### src/rtl/uart_char_rx.sv
// uart_char_rx: 8N1 serial character receiver with a one-entry valid/ready
// holding register, framing/overrun reporting and a received-byte counter.
// Optional feature: define UART_RX_PARITY_EN to receive 8E1 frames with a
// PARITY state and a live par_err pulse; otherwise par_err is tied to 0.
module uart_char_rx #(
  parameter int CLKS_PER_BIT = 16
) (
  input  logic       clk,
  input  logic       rst,
  input  logic       rx,
  output logic [7:0] rx_data,
  output logic       rx_valid,
  input  logic       rx_ready,
  output logic       frame_err,
  output logic       par_err,
  output logic       overrun,
  input  logic       ovr_clr,
  output logic [7:0] rx_count
);

  localparam logic [7:0] HALF_M1 = 8'(CLKS_PER_BIT / 2 - 1);
  localparam logic [7:0] BIT_M1  = 8'(CLKS_PER_BIT - 1);

  typedef enum logic [2:0] {
    IDLE,
    START,
    DATA,
`ifdef UART_RX_PARITY_EN
    PARITY,
`endif
    STOP
  } state_t;

  state_t      state_q;
  logic        rxMeta_q;
  logic        rxSync_q;
  logic        rx_s;
  logic        armed_q;
  logic [7:0]  timer_q;
  logic [2:0]  bitIdx_q;
  logic [7:0]  shift_q;
  logic [7:0]  shift_d;
  logic [7:0]  rx_data_q;
  logic        rx_valid_q;
  logic        frame_err_q;
  logic        overrun_q;
  logic [7:0]  rx_count_q;
  logic [7:0]  rx_count_d;
`ifdef UART_RX_PARITY_EN
  logic        parBit_q;
  logic        par_err_q;
`endif

  // Two-flop synchronizer for the asynchronous line; resets to idle-high.
  always_ff @(posedge clk) begin
    if (rst) begin
      rxMeta_q <= 1'b1;
      rxSync_q <= 1'b1;
    end else begin
      rxMeta_q <= rx;
      rxSync_q <= rxMeta_q;
    end
  end

  assign rx_s = rxSync_q;

  // Next shift-register contents (LSB first) and next byte count.
  always_comb begin
    shift_d    = {rx_s, shift_q[7:1]};
    rx_count_d = rx_count_q + 8'd1;
  end

  // Receive FSM: bit timing, byte assembly, holding register and status.
  // Later assignments in this block deliberately override earlier ones so
  // that a load beats a transfer-clear and an overrun set beats ovr_clr.
  always_ff @(posedge clk) begin
    if (rst) begin
      state_q     <= IDLE;
      armed_q     <= 1'b0;
      timer_q     <= 8'd0;
      bitIdx_q    <= 3'd0;
      shift_q     <= 8'd0;
      rx_data_q   <= 8'd0;
      rx_valid_q  <= 1'b0;
      frame_err_q <= 1'b0;
      overrun_q   <= 1'b0;
      rx_count_q  <= 8'd0;
`ifdef UART_RX_PARITY_EN
      parBit_q    <= 1'b0;
      par_err_q   <= 1'b0;
`endif
    end else begin
      frame_err_q <= 1'b0;
`ifdef UART_RX_PARITY_EN
      par_err_q   <= 1'b0;
`endif
      if (rx_valid_q && rx_ready) begin
        rx_valid_q <= 1'b0;
      end
      if (ovr_clr) begin
        overrun_q <= 1'b0;
      end

      case (state_q)
        IDLE: begin
          if (!armed_q) begin
            armed_q <= rx_s;
          end else if (!rx_s) begin
            state_q <= START;
            timer_q <= 8'd0;
          end
        end

        START: begin
          if (timer_q == HALF_M1) begin
            timer_q <= 8'd0;
            if (rx_s) begin
              state_q <= IDLE;
            end else begin
              state_q  <= DATA;
              bitIdx_q <= 3'd0;
            end
          end else begin
            timer_q <= timer_q + 8'd1;
          end
        end

        DATA: begin
          if (timer_q == BIT_M1) begin
            timer_q <= 8'd0;
            shift_q <= shift_d;
            if (bitIdx_q == 3'd7) begin
`ifdef UART_RX_PARITY_EN
              state_q <= PARITY;
`else
              state_q <= STOP;
`endif
            end else begin
              bitIdx_q <= bitIdx_q + 3'd1;
            end
          end else begin
            timer_q <= timer_q + 8'd1;
          end
        end

`ifdef UART_RX_PARITY_EN
        PARITY: begin
          if (timer_q == BIT_M1) begin
            timer_q  <= 8'd0;
            parBit_q <= rx_s;
            state_q  <= STOP;
          end else begin
            timer_q <= timer_q + 8'd1;
          end
        end
`endif

        STOP: begin
          if (timer_q == BIT_M1) begin
            timer_q <= 8'd0;
            state_q <= IDLE;
            armed_q <= rx_s;
            if (!rx_s) begin
              frame_err_q <= 1'b1;
`ifdef UART_RX_PARITY_EN
            end else if (^{shift_q, parBit_q}) begin
              par_err_q <= 1'b1;
`endif
            end else if (!rx_valid_q || rx_ready) begin
              rx_data_q  <= shift_q;
              rx_valid_q <= 1'b1;
              rx_count_q <= rx_count_d;
            end else begin
              overrun_q <= 1'b1;
            end
          end else begin
            timer_q <= timer_q + 8'd1;
          end
        end

        default: begin
          state_q <= IDLE;
          armed_q <= 1'b0;
        end
      endcase
    end
  end

  assign rx_data   = rx_data_q;
  assign rx_valid  = rx_valid_q;
  assign frame_err = frame_err_q;
  assign overrun   = overrun_q;
  assign rx_count  = rx_count_q;
`ifdef UART_RX_PARITY_EN
  assign par_err   = par_err_q;
`else
  assign par_err   = 1'b0;
`endif

endmodule

### config.mk
export PLATFORM = sky130hd
export DESIGN_NAME = uart_char_rx
export DESIGN_NICKNAME = d
export VERILOG_FILES = /design/src/rtl/uart_char_rx.sv
export SDC_FILE = /design/constraint.sdc
export NUM_CORES = 1
export LEC_CHECK = 0
export CAP_MARGIN = 20
export CORE_MARGIN = 5
export CORE_UTILIZATION = 35
export CTS_CLUSTER_DIAMETER = 200
export DETAILED_ROUTE_END_ITERATION = 10
export SLEW_MARGIN = 30
export SYNTH_ARGS = -nofsm -noshare
export SYNTH_HDL_FRONTEND = slang
export SYNTH_SLANG_ARGS = --single-unit
### constraint.sdc
create_clock -name clk -period 2.7 [get_ports clk]
set_clock_uncertainty 0.05 [all_clocks]
set_input_delay 0.81 -clock clk [delete_from_list [all_inputs] [get_ports clk]]
set_output_delay 0.81 -clock clk [all_outputs]
set_load 0.01 [all_outputs]
==> results.tsv, run 1 <==
stage	metric	value	unit
status	outcome	completed	
cells_and_area	seq_area	861	µm²
sta	report.final.slew_viol_count	0	
worst_setup_path	crit_required	2850	ps
clock_tree	hold_buffers	0	
synth	synth_simple_gate_area_share	27.4	%
drt	postRouteWirelength	4.28	mm
place	globalplace.congestion	0.759	
global_routing	first_pass_grt_wire_length	7.72	mm
sta	clock_period_minus_final_worst_setup_slack	2210	ps
worst_setup_path	critical_path_peak_fanout	10	
floorplanning	core-area	0.00557	mm²
floorplanning	design.die.area	0.00745	mm²
clock_tree	tritoncts	built	
power	internal_dissipation	894	µW
drt	drt-pass1-iter-count	4	
place	numPortBuffers	23	
place	placed_cell_area	0.00236	mm²
synth	main_combinational_cell_family_by_area_after_synthesis	simple AND/OR/NAND/NOR gates	
global_routing	gr-total-overflow	0	
synth	yosys.cell_types.count	49	
drt	drc	0	
synth	synthMuxAreaShare	6.13	%
synth	yosys_warnings	0	
cells_and_area	area_growth_syn_to_layout	20.2	%
sta	hold_viol	0	
cells_and_area	multiInputGateArea	0.00109	mm²
clock_tree	post-cts-setup-buffer-count	0	
worst_setup_path	worst_ep_arrival_time	2360	ps
worst_setup_path	cp-end-kind	flop	
synth	synth_area_per_cell	8.68	µm²
synth	synth-async-reset-ratio	0	%
power	power.static_leakage	0.889	nW
floorplanning	design.portCount	25	
floorplanning	floorplan.initialDensity	36.6	%
worst_setup_path	slowest_stage	sky130_fd_sc_hd__or4bb_1	
drt	avgViaCountPerCell	5.22	
worst_setup_path	worstRegToRegCells	6	
clock_tree	cts_buffers	5	
clock_tree	ctsHtreeMaxLevel	2	
power	vdd.ir_drop.worst	0.000271	V
floorplanning	die_h	86.3	µm
power	clock_network_fraction_of_total_power	35.4	%
synth	post_synth_instance_area	0.00204	mm²
worst_hold_path	timing.hold.worst.class	reg2reg	
sta	finalSetupTns	0	ps
sta	maximum_frequency_from_static_timing_analysis	0.453	GHz
power	switching_power	352	µW
sta	final-setup-viol-count	0	
drt	drt_iter0_markers	78	
cells_and_area	nNetsFinal	271	
worst_hold_path	worst_hold_path.endpoint	rxSync_q	
clock_tree	clock_latency	300	ps
clock_tree	postCtsResizedCells	0	
place	dp.final_hpwl	2.91	mm
worst_setup_path	path_delay_family	simple AND/OR/NAND/NOR gates	
synth	synth_seq_area_share	42.2	%
sta	tightestPinTransition	577	ps
worst_hold_path	min_path_cells	1	
synth	synth_compound_area_share	14.2	%
sta	worst_hold_slack	365	ps
worst_setup_path	r2r-start	state_q[0]	
clock_tree	clk_pin_slew_worst_paths	90	ps
worst_setup_path	r2r_setup_slack	490	ps
floorplanning	core_rows	27	
worst_setup_path	cp_cell_sequence	inv_1 > ha_1 > or4bb_1 > nor3_1 > o311ai_0 > a32o_1	
global_routing	number_of_antenna_violations_at_the_first_check_in_global_routing	0	
worst_hold_path	worst_hold_launch	rxMeta_q	
cells_and_area	fin_cells	331	
clock_tree	worst_case_clock_buffer_depth	2	
drt	postRouteAntennaNets	0	
place	pre_cts_ws	245	ps
clock_tree	clock_tree.root_cell	sky130_fd_sc_hd__clkbuf_8	
sta	worst_slew_margin_rel	61.2	%
drt	vias	1728	
synth	mappedNetlistNets	248	
synth	yosys.area_share.xor_xnor	0.859	%
sta	final.period_utilization	81.7	%
synth	synth_flop_cell	sky130_fd_sc_hd__dfxtp_1	
worst_setup_path	path_class	reg2reg	
synth	syn-instance-count	235	
cells_and_area	layout-drive-gt1-share	9.27	%
drt	drt-wirelength-per-cell	12.9	µm
cells_and_area	postLayoutCellArea	0.00245	mm²
power	power_per_cell_area	508	mW/mm²
power	switching_share	28.2	%
sta	grt_setup_unrepaired	false	
worst_setup_path	critical_path.n_buffers_inverters	1	
synth	synthAdderAreaFrac	4.91	%
global_routing	grt_pass1_vias	1722	
synth	number_of_enable_flip_flop_cells_after_synthesis	0	
global_routing	grt_max_degree	41	
run	drv.max_cap_violation_count	0	
sta	post-route-worst-setup-slack	493	ps
power	p_seq_share	52.6	%
synth	register_bit_count_reported_by_yosys	43	
worst_setup_path	worst_path_largest_cell_delay	530	ps
global_routing	grt.total_usage	12.5	%
worst_setup_path	crit-reg2reg-capture	state_q[1]	
cells_and_area	antenna_cells_inserted	0	
clock_tree	clkSinkCount	43	
floorplanning	chipWidth	86.3	µm
power	power.combinational.fraction	12.0	%
worst_setup_path	critPathLaunchType	flop	
cells_and_area	fillers	552	
place	dp.cells	323	
==> power by group through the flow <==
stage               Sequential (mW)  Clock (mW)  Combinational, mW
finish                        0.656       0.441              0.149
detailed placement            0.670           0              0.148
floorplan                     0.667           0              0.113
global route                  0.657       0.479              0.168
global placement              0.671           0              0.148
CTS                           0.656       0.453              0.149
==> synth_stat cells, types with 2 or more instances <==
library cell | instances | area (µm²)
sky130_fd_sc_hd__a21oi_1 | 19 | 95.1
sky130_fd_sc_hd__dfxtp_1 | 43 | 861
sky130_fd_sc_hd__inv_1 | 8 | 30.0
sky130_fd_sc_hd__nand3b_1 | 3 | 22.5
sky130_fd_sc_hd__nor2_1 | 20 | 75.1
sky130_fd_sc_hd__mux2i_1 | 8 | 80.1
sky130_fd_sc_hd__or3_1 | 3 | 18.8
sky130_fd_sc_hd__nand4_1 | 6 | 37.5
sky130_fd_sc_hd__and2_1 | 2 | 12.5
sky130_fd_sc_hd__nor4_1 | 5 | 31.3
sky130_fd_sc_hd__a31oi_1 | 5 | 31.3
sky130_fd_sc_hd__nand2_1 | 27 | 101
sky130_fd_sc_hd__nand2b_1 | 3 | 18.8
sky130_fd_sc_hd__or4_1 | 2 | 15.0
sky130_fd_sc_hd__o21ai_0 | 8 | 40.0
sky130_fd_sc_hd__o31ai_1 | 3 | 22.5
sky130_fd_sc_hd__nand3_1 | 7 | 35.0
sky130_fd_sc_hd__clkbuf_1 | 6 | 22.5
sky130_fd_sc_hd__nor3_1 | 7 | 35.0
sky130_fd_sc_hd__ha_1 | 8 | 100
sky130_fd_sc_hd__buf_2 | 4 | 20.0
sky130_fd_sc_hd__o311ai_0 | 2 | 17.5
sky130_fd_sc_hd__mux2_2 | 4 | 45.0
sky130_fd_sc_hd__nor2b_1 | 6 | 37.5
sky130_fd_sc_hd__or2_2 | 2 | 12.5
==> through the flow <==
step                      power [mW]  util, %
after floorplan                0.781        -
after global placement         0.819     42.3
after detailed placement       0.818     42.3
after CTS                       1.26     44.0
after global routing            1.30     44.0
final                           1.25     44.0
==> cell type report <==
class                           count  share of cell area (%)
Clock buffer                        5                    2.81
Tap cell                           72                    3.68
Multi-Input combinational cell    172                    44.7
Timing Repair Buffer               28                    11.4
Sequential cell                    43                    35.1
Inverter                            8                    1.23
Clock inverter                      3                    1.07
==> cells in the final DEF, fill, tap and decap left out, types with 2 or more instances in the layout <==
cell type / n
sky130_fd_sc_hd__o21ai_0: 8
sky130_fd_sc_hd__clkbuf_8: 5
sky130_fd_sc_hd__inv_6: 2
sky130_fd_sc_hd__mux2i_1: 8
sky130_fd_sc_hd__o311ai_0: 2
sky130_fd_sc_hd__ha_1: 8
sky130_fd_sc_hd__a31oi_1: 5
sky130_fd_sc_hd__dfxtp_1: 43
sky130_fd_sc_hd__clkdlybuf4s50_1: 23
sky130_fd_sc_hd__inv_1: 8
sky130_fd_sc_hd__mux2_2: 4
sky130_fd_sc_hd__nor4_1: 5
sky130_fd_sc_hd__nand3_1: 7
sky130_fd_sc_hd__nor2_1: 20
sky130_fd_sc_hd__or3_1: 3
sky130_fd_sc_hd__buf_4: 4
sky130_fd_sc_hd__or2_2: 2
sky130_fd_sc_hd__a21oi_1: 19
sky130_fd_sc_hd__or4_1: 2
sky130_fd_sc_hd__nand2_1: 27
sky130_fd_sc_hd__nand3b_1: 3
sky130_fd_sc_hd__nand2b_1: 3
sky130_fd_sc_hd__and2_1: 2
sky130_fd_sc_hd__o31ai_1: 3
sky130_fd_sc_hd__nor2b_1: 6
sky130_fd_sc_hd__nand4_1: 6
sky130_fd_sc_hd__nor3_1: 7
==> worst reg2reg max path, cell delays in order (launching register included) <==
cell and delay (ps):
sky130_fd_sc_hd__dfxtp_1 400, sky130_fd_sc_hd__inv_1 100, sky130_fd_sc_hd__ha_1 340, sky130_fd_sc_hd__or4bb_1 530, sky130_fd_sc_hd__nor3_1 260, sky130_fd_sc_hd__o311ai_0 190
sky130_fd_sc_hd__a32o_1 250
==> kinds of logic after synthesis <==
family / Yosys count
flops: 43
fa+ha+maj: 8
mux: 12
simple gates: 103
xor+xnor: 2
other cells: 1
compound gates: 46
buf+inv: 20
==> sequential cells by signal, summed over array words and instances, names as in the netlist <==
name / cells
armed_q: 1
rxSync_q: 1
rx_valid: 1
rx_count: 8
overrun: 1
bitIdx_q: 3
rxMeta_q: 1
timer_q: 8
frame_err: 1
state_q: 2
shift_q: 8
rx_data: 8
==> worst max path at each step <==
| stage | start | endpoint | slack [ps] | cells after the start |
|---|---|---|---|---|
| after floorplan | rst | timer_q[7] | 680 | 4 |
| after global placement | rx_ready | rx_count[4] | 270 | 5 |
| after detailed placement | rx_ready | rx_count[7] | 240 | 5 |
| after CTS | state_q[0] | state_q[1] | 500 | 6 |
| after global routing | state_q[0] | state_q[1] | 370 | 6 |
| final | state_q[0] | state_q[1] | 490 | 6 |
==> per-layer routing <==
metal	vias up	global-route usage (%)	wire length, µm
met3	2	3.71	181
met2	22	20.1	1980
met1	819	16.2	2090
met4	0	3.82	27
li1	885	-	-
met5	-	0	0
Power figures use the tool's default switching activity.
==> run 2, diff against run 1 <==
- clock period: 2.7 -> 1.9 ns (I/O delays scaled with it)
==> results.tsv, run 2 (synthesis gave the netlist of run 1 again) <==
stage	metric	value	unit	change
status	outcome	completed		unchanged
global_routing	grt_pass1_vias	1785		was 1722
place	placed_cell_area	0.00251	mm²	was 0.00236 mm²
cells_and_area	final_util	48.6	%	was 44.0%
drt	drt-wirelength-per-cell	13.0	µm	was 12.9 µm
worst_setup_path	worst_path_largest_cell_delay	550	ps	was 530 ps
sta	hold_viol	0		unchanged
floorplanning	die_h	86.3	µm	unchanged
floorplanning	floorplan.initialDensity	36.6	%	unchanged
clock_tree	clk_pin_slew_worst_paths	90	ps	about the same
sta	final-setup-viol-count	0		unchanged
sta	clock_period_minus_final_worst_setup_slack	1850	ps	was 2210 ps
floorplanning	core-area	0.00557	mm²	unchanged
clock_tree	clkSinkCount	43		unchanged
worst_setup_path	critPathLaunchType	flop		unchanged
power	internal_dissipation	1.43	mW	was 894 µW
power	power.combinational.fraction	13.1	%	was 12.0%
worst_hold_path	timing.hold.worst.class	reg2reg		unchanged
worst_setup_path	r2r_setup_slack	50	ps	was 490 ps
floorplanning	chipWidth	86.3	µm	unchanged
place	numPortBuffers	23		unchanged
drt	drt_iter0_markers	49		was 78
global_routing	number_of_antenna_violations_at_the_first_check_in_global_routing	0		unchanged
sta	final.period_utilization	97.4	%	was 81.7%
power	p_seq_share	48.4	%	was 52.6%
cells_and_area	postLayoutCellArea	0.00271	mm²	was 0.00245 mm²
sta	grt_setup_unrepaired	true		was false
power	power.static_leakage	1.09	nW	was 0.889 nW
cells_and_area	nNetsFinal	295		was 271
sta	finalSetupTns	0	ps	unchanged
global_routing	grt_max_degree	16		was 41
clock_tree	tritoncts	built		unchanged
worst_setup_path	crit_required	2050	ps	was 2850 ps
floorplanning	design.portCount	25		unchanged
power	vdd.ir_drop.worst	0.000418	V	was 0.000271 V
cells_and_area	layout-drive-gt1-share	21.2	%	was 9.27%
run	drv.max_cap_violation_count	0		unchanged
cells_and_area	most_common_library_cell_in_the_layout_ignoring_fill_and_taps	sky130_fd_sc_hd__dfxtp_1		unchanged
worst_setup_path	critical_path.n_buffers_inverters	1		unchanged
power	switching_share	25.7	%	was 28.2%
clock_tree	worst_case_clock_buffer_depth	2		unchanged
worst_setup_path	path_delay_family	simple AND/OR/NAND/NOR gates		unchanged
sta	report.final.slew_viol_count	0		unchanged
power	switching_power	495	µW	was 352 µW
cells_and_area	area_growth_syn_to_layout	32.8	%	was 20.2%
power	clock_network_fraction_of_total_power	38.4	%	was 35.4%
place	globalplace.congestion	0.777		was 0.759
drt	postRouteWirelength	4.62	mm	was 4.28 mm
worst_setup_path	cp-end-kind	flop		unchanged
clock_tree	clock_tree.root_cell	sky130_fd_sc_hd__clkbuf_8		unchanged
cells_and_area	antenna_cells_inserted	0		unchanged
worst_setup_path	slowest_stage	sky130_fd_sc_hd__or4bb_1		unchanged
global_routing	first_pass_grt_wire_length	8.16	mm	was 7.72 mm
worst_setup_path	worst_ep_arrival_time	2000	ps	was 2360 ps
drt	vias	1800		was 1728
clock_tree	clock_latency	300	ps	about the same
clock_tree	cts_buffers	5		unchanged
sta	post-route-worst-setup-slack	49.8	ps	was 493 ps
power	power_per_cell_area	710	mW/mm²	was 508 mW/mm²
floorplanning	design.die.area	0.00745	mm²	unchanged
worst_setup_path	path_class	reg2reg		unchanged
place	dp.final_hpwl	3.32	mm	was 2.91 mm
sta	worst_hold_slack	375	ps	was 365 ps
floorplanning	core_rows	27		unchanged
drt	drc	0		unchanged
drt	drt-pass1-iter-count	4		unchanged
worst_setup_path	critical_path_peak_fanout	4		was 10
global_routing	grt.total_usage	13.4	%	was 12.5%
sta	maximum_frequency_from_static_timing_analysis	0.540	GHz	was 0.453 GHz
drt	postRouteAntennaNets	0		unchanged
worst_setup_path	cp_cell_sequence	inv_1 > ha_2 > or4bb_1 > nor3_4 > o311ai_1 > a32o_1		was inv_1 > ha_1 > or4bb_1 > nor3_1 > o311ai_0 > a32o_1
cells_and_area	layout_common_cells	sky130_fd_sc_hd__dfxtp_1, sky130_fd_sc_hd__nand2_1, sky130_fd_sc_hd__buf_4		was sky130_fd_sc_hd__dfxtp_1, sky130_fd_sc_hd__nand2_1, sky130_fd_sc_hd__clkdlybuf4s50_1
place	pre_cts_ws	-200	ps	was 245 ps
global_routing	gr-total-overflow	0		unchanged
clock_tree	ctsHtreeMaxLevel	2		unchanged
clock_tree	hold_buffers	0		unchanged
drt	avgViaCountPerCell	5.07		was 5.22
run 2: cell types whose count changed in the layout (fill, tap and decap cells not counted), moves of 3 or more:
cell,change
sky130_fd_sc_hd__buf_4,+23
sky130_fd_sc_hd__dfxtp_1,-5
sky130_fd_sc_hd__nor3_1,-5
sky130_fd_sc_hd__clkdlybuf4s50_1,-4
sky130_fd_sc_hd__dlymetal6s2s_1,+4
sky130_fd_sc_hd__nor3_2,+4
sky130_fd_sc_hd__dfxtp_2,+3
run 2: power by group through the flow:
| stage | combinational (mW) | sequential (mW) | clock (mW) |
|---|---|---|---|
| after detailed placement | 0.245 | 0.952 | 0 |
| final | 0.252 | 0.932 | 0.739 |
| after global placement | 0.241 | 0.952 | 0 |
| after global routing | 0.285 | 0.934 | 0.812 |
| after CTS | 0.246 | 0.931 | 0.765 |
| after floorplan | 0.162 | 0.950 | 0 |
run 2: cell type report:
cell class,count,area (µm²)
well taps,72,90.1
inverters,8,30.0
multi-input cells,172,1130
flip-flops and latches,43,872
repair buffers,52,468
clock inverters,3,47.5
fillers,540,2870
clock buffers,5,68.8
run 2: per-stage QoR:
step | std cells | power, mW
floorplan | 235 | 1.11
global placement | 343 | 1.19
detailed placement | 343 | 1.20
CTS | 351 | 1.94
global route | 355 | 2.03
finish | 355 | 1.92
run 2: repair_timing:
item | in CTS | in global routing
resized for setup | 2 | 15
setup buffers | 0 | 4
setup endpoints to repair | 2 | 19
pin swaps | 0 | 3
run 2: final timing paths:
check / from / end / cells past startpoint
setup / recovery: state_q[0] / state_q[1] / 6
hold reg to reg: rxMeta_q / rxSync_q / 1
setup reg to reg: state_q[0] / state_q[1] / 6
hold / removal: rxMeta_q / rxSync_q / 1
run 2: layer usage:
metal	GRT usage, %	share of wire [%]	up-vias
met5	0	0	-
met4	5.24	1.4	0
met3	3.33	3.2	8
met2	21.6	46	25
met1	17.2	49	837
li1	-	-	930
run 2: worst reg2reg max path: cells and delay by family (launching register included):
family	cells	cell delay, ps
AO/OA/AOI/OAI	2	350
adder cells (fa/ha/maj)	1	190
buffers and inverters	1	50
flip-flops	1	370
AND/OR/NAND/NOR	2	730
==> run 3, diff against run 2 <==
- clock period: 1.9 -> 2.1 ns (I/O delays scaled with it)
==> results.tsv, run 3 (synthesis gave the netlist of run 1 again) <==
stage	metric	value	unit	change
worst_setup_path	cp_cell_sequence	clkdlybuf4s50_1		was inv_1 > ha_2 > or4bb_1 > nor3_4 > o311ai_1 > a32o_1
sta	final.period_utilization	95.2	%	
global_routing	gr-total-overflow	0		unchanged
worst_hold_path	min_path_cells	1		unchanged
clock_tree	worst_case_clock_buffer_depth	2		unchanged
clock_tree	tritoncts	built		unchanged
worst_setup_path	path_class	reg2out		was reg2reg
global_routing	first_pass_grt_wire_length	7.76	mm	was 8.16 mm
cells_and_area	multiInputGateArea	0.00110	mm²	was 0.00113 mm²
place	pre_cts_ws	-104	ps	was -200 ps
worst_setup_path	r2r-start	state_q[0]		unchanged
sta	clock_period_minus_final_worst_setup_slack	2000	ps	
sta	finalSetupTns	0	ps	unchanged
drt	postRouteAntennaNets	0		unchanged
clock_tree	clock_tree.root_cell	sky130_fd_sc_hd__clkbuf_8		unchanged
floorplanning	core_rows	27		unchanged
power	report.power.total	1.72	mW	was 1.92 mW
power	clock_network_fraction_of_total_power	39.3	%	was 38.4%
sta	final-setup-viol-count	0		unchanged
cells_and_area	layout-drive-gt1-share	13.7	%	was 21.2%
worst_setup_path	crit_required	1420	ps	was 2050 ps
sta	worst_hold_slack	368	ps	was 375 ps
clock_tree	clock_latency	300	ps	about the same
drt	drt-wirelength-per-cell	12.9	µm	was 13.0 µm
floorplanning	floorplan.initialDensity	36.6	%	unchanged
worst_setup_path	slowest_stage	sky130_fd_sc_hd__clkdlybuf4s50_1		was sky130_fd_sc_hd__or4bb_1
place	dp.cells	333		was 343
global_routing	grt.total_usage	12.9	%	was 13.4%
floorplanning	design.portCount	25		unchanged
cells_and_area	area_growth_syn_to_layout	25.0	%	was 32.8%
sta	post-route-worst-setup-slack	100	ps	was 49.8 ps
clock_tree	clkSinkCount	43		unchanged
global_routing	grt_max_degree	24		was 16
worst_setup_path	worst_path_largest_cell_delay	580	ps	was 550 ps
worst_setup_path	worst_ep_arrival_time	1320	ps	was 2000 ps
worst_setup_path	crit_start	rx_count[4]		was state_q[0]
clock_tree	ctsHtreeMaxLevel	2		unchanged
floorplanning	core-area	0.00557	mm²	unchanged
cells_and_area	antenna_cells_inserted	0		unchanged
place	placed_cell_area	0.00242	mm²	was 0.00251 mm²
worst_setup_path	path_delay_family	buffers and inverters		was simple AND/OR/NAND/NOR gates
sta	maximum_frequency_from_static_timing_analysis	0.500	GHz	
cells_and_area	layout_common_cells	sky130_fd_sc_hd__dfxtp_1, sky130_fd_sc_hd__nand2_1, sky130_fd_sc_hd__clkdlybuf4s50_1		was sky130_fd_sc_hd__dfxtp_1, sky130_fd_sc_hd__nand2_1, sky130_fd_sc_hd__buf_4
sta	hold_viol	0		unchanged
clock_tree	cts_buffers	5		unchanged
worst_setup_path	cp-end-kind	primary output		was flop
worst_setup_path	worstRegToRegCells	8		was 6
power	p_seq_share	48.9	%	was 48.4%
cells_and_area	most_common_library_cell_in_the_layout_ignoring_fill_and_taps	sky130_fd_sc_hd__dfxtp_1		unchanged
worst_setup_path	critical_path.n_buffers_inverters	1		unchanged
power	power.combinational.fraction	11.8	%	was 13.1%
global_routing	number_of_antenna_violations_at_the_first_check_in_global_routing	0		unchanged
run	drv.max_cap_violation_count	0		unchanged
power	power_per_cell_area	676	mW/mm²	was 710 mW/mm²
place	globalplace.congestion	0.797		was 0.777
worst_setup_path	crit-reg2reg-capture	timer_q[1]		was state_q[1]
cells_and_area	postLayoutCellArea	0.00255	mm²	was 0.00271 mm²
worst_setup_path	r2r_setup_slack	130	ps	was 50 ps
worst_setup_path	critical_path_peak_fanout	6		was 4
power	switching_share	26.1	%	was 25.7%
drt	vias	1746		was 1800
cells_and_area	fin_cells	342		was 355
worst_hold_path	worst_hold_path.endpoint	rxSync_q		unchanged
status	outcome	completed		unchanged
cells_and_area	final_util	45.7	%	was 48.6%
cells_and_area	nNetsFinal	282		was 295
floorplanning	die_h	86.3	µm	unchanged
drt	drt_iter0_markers	46		was 49
worst_setup_path	critPathLaunchType	flop		unchanged
global_routing	grt_pass1_vias	1721		was 1785
cells_and_area	fillers	567		was 540
worst_hold_path	timing.hold.worst.class	reg2reg		unchanged
place	numPortBuffers	23		unchanged
power	internal_dissipation	1.27	mW	was 1.43 mW
worst_setup_path	critical_path_cell_count	1		was 6
worst_hold_path	worst_hold_launch	rxMeta_q		unchanged
power	power.static_leakage	0.954	nW	was 1.09 nW
place	dp.final_hpwl	3.11	mm	was 3.32 mm
power	vdd.ir_drop.worst	0.000431	V	was 0.000418 V
floorplanning	design.die.area	0.00745	mm²	unchanged
drt	postRouteWirelength	4.42	mm	was 4.62 mm
clock_tree	clk_pin_slew_worst_paths	90	ps	about the same
floorplanning	chipWidth	86.3	µm	unchanged
drt	drt-pass1-iter-count	4		unchanged
drt	drc	0		unchanged
power	switching_power	450	µW	was 495 µW
drt	avgViaCountPerCell	5.11		was 5.07
cells_and_area	seq_area	862	µm²	was 872 µm²
sta	report.final.slew_viol_count	0		unchanged
==> run 3: what timing repair did <==
action,in CTS,in global routing
hold buffers,0,0
resized for setup,0,2
hold endpoints to repair,0,0
buffers inserted,0,1
endpoints found under the setup margin,0,3
==> run 3: worst max-delay path by stage <==
stage	end
global placement	rx_count[4]
CTS	rx_count[3]
detailed placement	rx_count[4]
global route	timer_q[1]
finish	rx_count[4]
floorplan	state_q[1]
==> run 3: per-layer routing <==
layer | share of wire (%) | GRT usage, % | vias to the layer above
li1 | - | - | 913
met1 | 50 | 16.2 | 808
met2 | 45 | 20.2 | 21
met3 | 3.9 | 4.18 | 4
met4 | 1.4 | 5.10 | 0
met5 | 0 | 0 | -
==> run 3: cell type report <==
class	count	area share (%)
Sequential cell	43	33.8
Clock inverter	3	1.87
Inverter	8	1.18
Multi-Input combinational cell	172	43.2
Clock buffer	5	2.70
Timing Repair Buffer	39	13.7
Tap cell	72	3.53
==> run 3: power groups by stage <==
stage / Clock, mW / Combinational [mW] / Sequential (mW)
floorplan: 0 / 0.146 / 0.858
global placement: 0 / 0.203 / 0.862
detailed placement: 0 / 0.201 / 0.861
CTS: 0.701 / 0.203 / 0.843
global route: 0.734 / 0.227 / 0.845
finish: 0.678 / 0.203 / 0.843
